[src/rtl/countdown_display.sv]
// Two-digit seven-segment countdown display: saturating binary-to-BCD conversion
// (double dabble), multiplexed digit scan, leading-zero blanking and a low-count blink.
module countdown_display #(
    parameter int unsigned REFRESH_DIV = 50000,
    parameter int unsigned BLINK_DIV   = 25000000
) (
    input  logic       clk,
    input  logic       rst_n,
    input  logic [6:0] count,
    output logic [6:0] seg,
    output logic [1:0] an,
    output logic [3:0] bcd_tens,
    output logic [3:0] bcd_ones,
    output logic       busy
);

    localparam int unsigned SCAN_W  = (REFRESH_DIV > 2) ? $clog2(REFRESH_DIV) : 1;
    localparam int unsigned BLINK_W = (BLINK_DIV > 2) ? $clog2(BLINK_DIV) : 1;
    localparam int unsigned SR_W    = 15;

    localparam logic [1:0] S_IDLE  = 2'd0;
    localparam logic [1:0] S_SHIFT = 2'd1;
    localparam logic [1:0] S_DONE  = 2'd2;

    localparam logic [SCAN_W-1:0]  SCAN_LAST  = SCAN_W'(REFRESH_DIV - 1);
    localparam logic [BLINK_W-1:0] BLINK_LAST = BLINK_W'(BLINK_DIV - 1);

    logic [1:0]         state_q, state_d;
    logic               busy_q, busy_d;
    logic [3:0]         tens_q, tens_d;
    logic [3:0]         ones_q, ones_d;
    logic [6:0]         last_q, last_d;
    logic               pending_q, pending_d;
    logic [SR_W-1:0]    sr_q, sr_d;
    logic [2:0]         bit_cnt_q, bit_cnt_d;
    logic [SCAN_W-1:0]  scan_q, scan_d;
    logic               sel_q, sel_d;
    logic [BLINK_W-1:0] blink_q, blink_d;
    logic               phase_q, phase_d;
    logic [6:0]         seg_q, seg_d;
    logic [1:0]         an_q, an_d;

    logic [6:0]      count_sat;
    logic [SR_W-1:0] sr_adj;
    logic            blink_range;

    function automatic logic [6:0] encode(input logic [3:0] digit);
        logic [6:0] pattern;
        case (digit)
            4'd0:    pattern = 7'h3F;
            4'd1:    pattern = 7'h06;
            4'd2:    pattern = 7'h5B;
            4'd3:    pattern = 7'h4F;
            4'd4:    pattern = 7'h66;
            4'd5:    pattern = 7'h6D;
            4'd6:    pattern = 7'h7D;
            4'd7:    pattern = 7'h07;
            4'd8:    pattern = 7'h7F;
            4'd9:    pattern = 7'h6F;
            default: pattern = 7'h00;
        endcase
        return pattern;
    endfunction

    // One double-dabble step: correct each BCD nibble before the shift.
    always_comb begin
        sr_adj = sr_q;
        if (sr_q[10:7] >= 4'd5) begin
            sr_adj[10:7] = sr_q[10:7] + 4'd3;
        end
        if (sr_q[14:11] >= 4'd5) begin
            sr_adj[14:11] = sr_q[14:11] + 4'd3;
        end
        count_sat = (count > 7'd99) ? 7'd99 : count;
    end

    // Conversion FSM next state.
    always_comb begin
        state_d   = state_q;
        busy_d    = busy_q;
        tens_d    = tens_q;
        ones_d    = ones_q;
        last_d    = last_q;
        pending_d = pending_q;
        sr_d      = sr_q;
        bit_cnt_d = bit_cnt_q;
        case (state_q)
            S_IDLE: begin
                if (pending_q || (count != last_q)) begin
                    sr_d      = {8'd0, count_sat};
                    last_d    = count;
                    pending_d = 1'b0;
                    bit_cnt_d = 3'd0;
                    busy_d    = 1'b1;
                    state_d   = S_SHIFT;
                end
            end
            S_SHIFT: begin
                sr_d      = {sr_adj[SR_W-2:0], 1'b0};
                bit_cnt_d = bit_cnt_q + 3'd1;
                if (bit_cnt_q == 3'd6) begin
                    state_d = S_DONE;
                end
            end
            S_DONE: begin
                tens_d  = sr_q[14:11];
                ones_d  = sr_q[10:7];
                busy_d  = 1'b0;
                state_d = S_IDLE;
            end
            default: begin
                busy_d  = 1'b0;
                state_d = S_IDLE;
            end
        endcase
    end

    // Free-running scan and blink timebases.
    always_comb begin
        scan_d  = scan_q + SCAN_W'(1);
        sel_d   = sel_q;
        blink_d = blink_q + BLINK_W'(1);
        phase_d = phase_q;
        if (scan_q == SCAN_LAST) begin
            scan_d = '0;
            sel_d  = ~sel_q;
        end
        if (blink_q == BLINK_LAST) begin
            blink_d = '0;
            phase_d = ~phase_q;
        end
    end

    // Display values 1..10 blink; 0 stays lit as a steady ones digit.
    always_comb begin
        blink_range = ((tens_q == 4'd0) && (ones_q != 4'd0)) ||
                      ((tens_q == 4'd1) && (ones_q == 4'd0));
        seg_d = 7'h00;
        an_d  = 2'b00;
        if (blink_range && !phase_q) begin
            seg_d = 7'h00;
            an_d  = 2'b00;
        end else if (!sel_q) begin
            seg_d = encode(ones_q);
            an_d  = 2'b01;
        end else if (tens_q != 4'd0) begin
            seg_d = encode(tens_q);
            an_d  = 2'b10;
        end
    end

    always_ff @(posedge clk or negedge rst_n) begin
        if (!rst_n) begin
            state_q   <= S_IDLE;
            busy_q    <= 1'b0;
            tens_q    <= 4'd0;
            ones_q    <= 4'd0;
            last_q    <= 7'd0;
            pending_q <= 1'b1;
            sr_q      <= '0;
            bit_cnt_q <= 3'd0;
            scan_q    <= '0;
            sel_q     <= 1'b0;
            blink_q   <= '0;
            phase_q   <= 1'b1;
            seg_q     <= 7'h00;
            an_q      <= 2'b00;
        end else begin
            state_q   <= state_d;
            busy_q    <= busy_d;
            tens_q    <= tens_d;
            ones_q    <= ones_d;
            last_q    <= last_d;
            pending_q <= pending_d;
            sr_q      <= sr_d;
            bit_cnt_q <= bit_cnt_d;
            scan_q    <= scan_d;
            sel_q     <= sel_d;
            blink_q   <= blink_d;
            phase_q   <= phase_d;
            seg_q     <= seg_d;
            an_q      <= an_d;
        end
    end

    assign seg      = seg_q;
    assign an       = an_q;
    assign bcd_tens = tens_q;
    assign bcd_ones = ones_q;
    assign busy     = busy_q;

endmodule

[config.mk]
export PLATFORM = sky130hd
export DESIGN_NAME = countdown_display
export DESIGN_NICKNAME = d
export VERILOG_FILES = /design/src/rtl/countdown_display.sv
export SDC_FILE = /design/constraint.sdc
export NUM_CORES = 1
export LEC_CHECK = 0
export CORE_MARGIN = 1.5
export CORE_UTILIZATION = 40
export DETAILED_ROUTE_END_ITERATION = 6
export PLACE_DENSITY_LB_ADDON = 0.05
export SLEW_MARGIN = 10
export SYNTH_ARGS = -nofsm -noshare
export SYNTH_HDL_FRONTEND = slang
export SYNTH_SLANG_ARGS = --single-unit
[constraint.sdc]
create_clock -name clk -period 2.3 [get_ports clk]
set_input_delay 0.23 -clock clk [delete_from_list [all_inputs] [get_ports clk]]
set_output_delay 0.23 -clock clk [all_outputs]
set_load 0.005 [all_outputs]
==> flow_summary_export.csv <==
group,metric,value,unit
status,outcome,"completed",
timing,timing.final.crit_share,0.858,
routing,num_vias,3048,
synth,ys_types,49,
hold_path,hold_class,"primary input to async pin",
synth,synth-edff-count,0,
clock_network,postCtsSetupBuffers,0,
synth,synthFlopType,"dfrtp_1",
global_route,antenna_found_initial,0,
clock_network,root_buffer,"clkbuf_8",
timing,drv_slew,0,
routing,drtIter0Drc,130,
layout,final_area,5090,µm²
power_and_ir_drop,power.leakage,2.25,nW
synth,synth_area_leader_cell,"dfrtp_1",
floorplan,start_util,0.409,
layout,final_cell_mix,"dfrtp_1 (87), nor2_1 (46), nand2_1 (41)",
global_route,grt_max_degree,90,
floorplan,boundaryPins,27,
setup_path,start_kind,"register",
routing,wl,8020,µm
synth,syn_area_per_cell,10.3,µm²
floorplan,die_width,108,µm
routing,first_pass_iters,4,
floorplan,core,10800,µm²
clock_network,cts_buffer_depth,2,
clock_network,clkTransAtPathRegs,90,ps
clock_network,clock_sinks,89,
layout,layoutNonFillerInstCount,606,
timing,tns,0,ps
clock_network,htree_num_levels,3,
timing,rsz0062_at_grt,"no",
timing,worstMarginPinSlew,568,ps
routing,wl_per_cell,13.2,µm
placed_design,dp_cells,589,
global_route,grt_pass1_wl,14100,µm
floorplan,die-area,11700,µm²
placed_design,place_area,4870,µm²
global_route,grt_overflow,0,
timing,period_needed,1970,ps
setup_path,worst_setup_path_end_kind,"register",
layout,final_util,0.469,
flow_run,cap_violations,0,
layout,antenna_cells,0,
clock_network,clock_latency,360,ps
clock_network,numCtsBuffers,9,
global_route,grt_pass1_vias,3004,
floorplan,die_h,108,µm
power_and_ir_drop,ir_drop,0.506,mV
global_route,grt_use_total,0.154,
synth,ys_seq_area_frac,0.503,
layout,nets,489,
timing,slew-limit-headroom,0.621,
placed_design,dpl.hpwl,5500,µm
layout,drive_above_1_share,0.103,
setup_path,crit_type,"register to register",
clock_network,ctsResizeCount,0,
layout,layout_commonest_cell,"dfrtp_1",
layout,syn_to_final_growth,14.7,%
power_and_ir_drop,power_density,1030,nW/µm²
setup_path,required,2590,ps
timing,setup_viol,0,
routing,vias_per_cell,5.03,
synth,yosysWarnings,0,
synth,synth_area,4430,µm²
synth,netlist.area_leader.share,0.491,
routing,ant_nets,0,
floorplan,rows,38,
synth,synthCells,429,
routing,drc_errors,0,
timing,hold_viol,0,
synth,async_reset_ff_frac,1.00,
setup_path,cp.arrival,2270,ps
synth,syn_nets,457,
timing,fmax,0.507,GHz
timing,skew,11.5,ps
synth,ys_ff_latch,89,
placed_design,port_buffers,26,
setup_path,cp_max_fo,10,
placed_design,place.gp.congestion,0.778,
clock_network,cts_tree,"yes",
synth,yosys-top-cells-area,"dfrtp_1 (49%), ha_1 (5.4%), xor2_1 (5.1%)",
-- critical path, stage by stage, from the launching register on --
cell and delay [ps]:
dfrtp_1 430, or4b_1 500, nor3_1 140, and4_1 430, buf_4 240, xor2_1 160
-- layout make-up --
cell class / instances / area (µm²)
Multi-Input combinational cell: 311 / 2070
Fill cell: 1042 / 5750
Clock inverter: 6 / 65.1
Tap cell: 140 / 175
Timing Repair Buffer: 35 / 353
Sequential cell: 89 / 2230
Clock buffer: 10 / 138
Inverter: 15 / 56.3
-- worst paths after layout --
path                                  start    endpoint  slack, ps  cells past startpoint
worst min register to register   scan_q[15]  scan_q[15]        480                      1
max in group asynchronous             rst_n   pending_q       1460                      3
min in group clk                 scan_q[15]  scan_q[15]        480                      1
worst max-delay path            blink_q[10]     phase_q        330                      5
worst min-delay path                  rst_n      seg[0]        440                      3
worst max register to register  blink_q[10]     phase_q        330                      5
-- synthesized netlist by cell type (4+ instances only) --
master / count
nand3_1: 17
xnor2_1: 18
and3_1: 9
o21ai_0: 20
a21o_1: 4
nor3_1: 7
mux2_4: 4
a21oi_1: 19
nand2b_1: 7
ha_1: 19
nor2b_1: 5
nand4_1: 10
clkbuf_1: 8
xor2_1: 26
dfrtp_1: 87
inv_1: 15
nand3b_1: 4
o22ai_1: 5
nor2_1: 46
nand2_1: 41
mux2_2: 8
-- state kept, by name (all words and copies together), names as in the netlist --
signal and flops:
bcd_ones 4, busy 1, scan_q 16, sel_q 1, last_q 7, state_q 2
phase_q 1, blink_q 25, sr_q 15, seg 7, pending_q 1, bit_cnt_q 3
bcd_tens 4, an 2
-- cells by family after synthesis --
group | after synthesis | synth area share
AOI/OAI and AO/OA | 67 | 0.0934
xor gates and xnor gates | 44 | 0.0869
adders and majority gates | 19 | 0.0536
buffers and inverters | 29 | 0.0302
DFF | 89 | 0.503
muxes | 15 | 0.0406
and+or+nand+nor | 166 | 0.192
-- report_power, final --
| part | switching, mW | internal [mW] |
|---|---|---|
| clock | 0.569 | 0.534 |
| sequential | 0.315 | 1.93 |
| combinational | 0.938 | 0.976 |
-- per-stage QoR --
stage          setup WS, ps  total power, mW  hold WS (ps)
3_5_place_dp            263             4.22           316
2_1_floorplan           664             3.54         -65.6
4_1_cts                 297             5.35           469
6_report                327             5.26           443
3_3_place_gp            277             4.19           316
5_1_grt                 213             5.69           502
-- repair_timing --
action                                  in CTS  in global routing
endpoints found under the hold margin       87                  0
endpoints found under the setup margin       0                  0
hold buffers                                 1                  0
-- layer usage --
layer	GRT usage	vias to the layer above	share of wire
met5	0	-	0
met4	0.0705	0	0.018
met3	0.0241	12	0.028
met2	0.240	37	0.45
met1	0.211	1452	0.51
li1	-	1547	-
(Power assumes the default switching activity.)
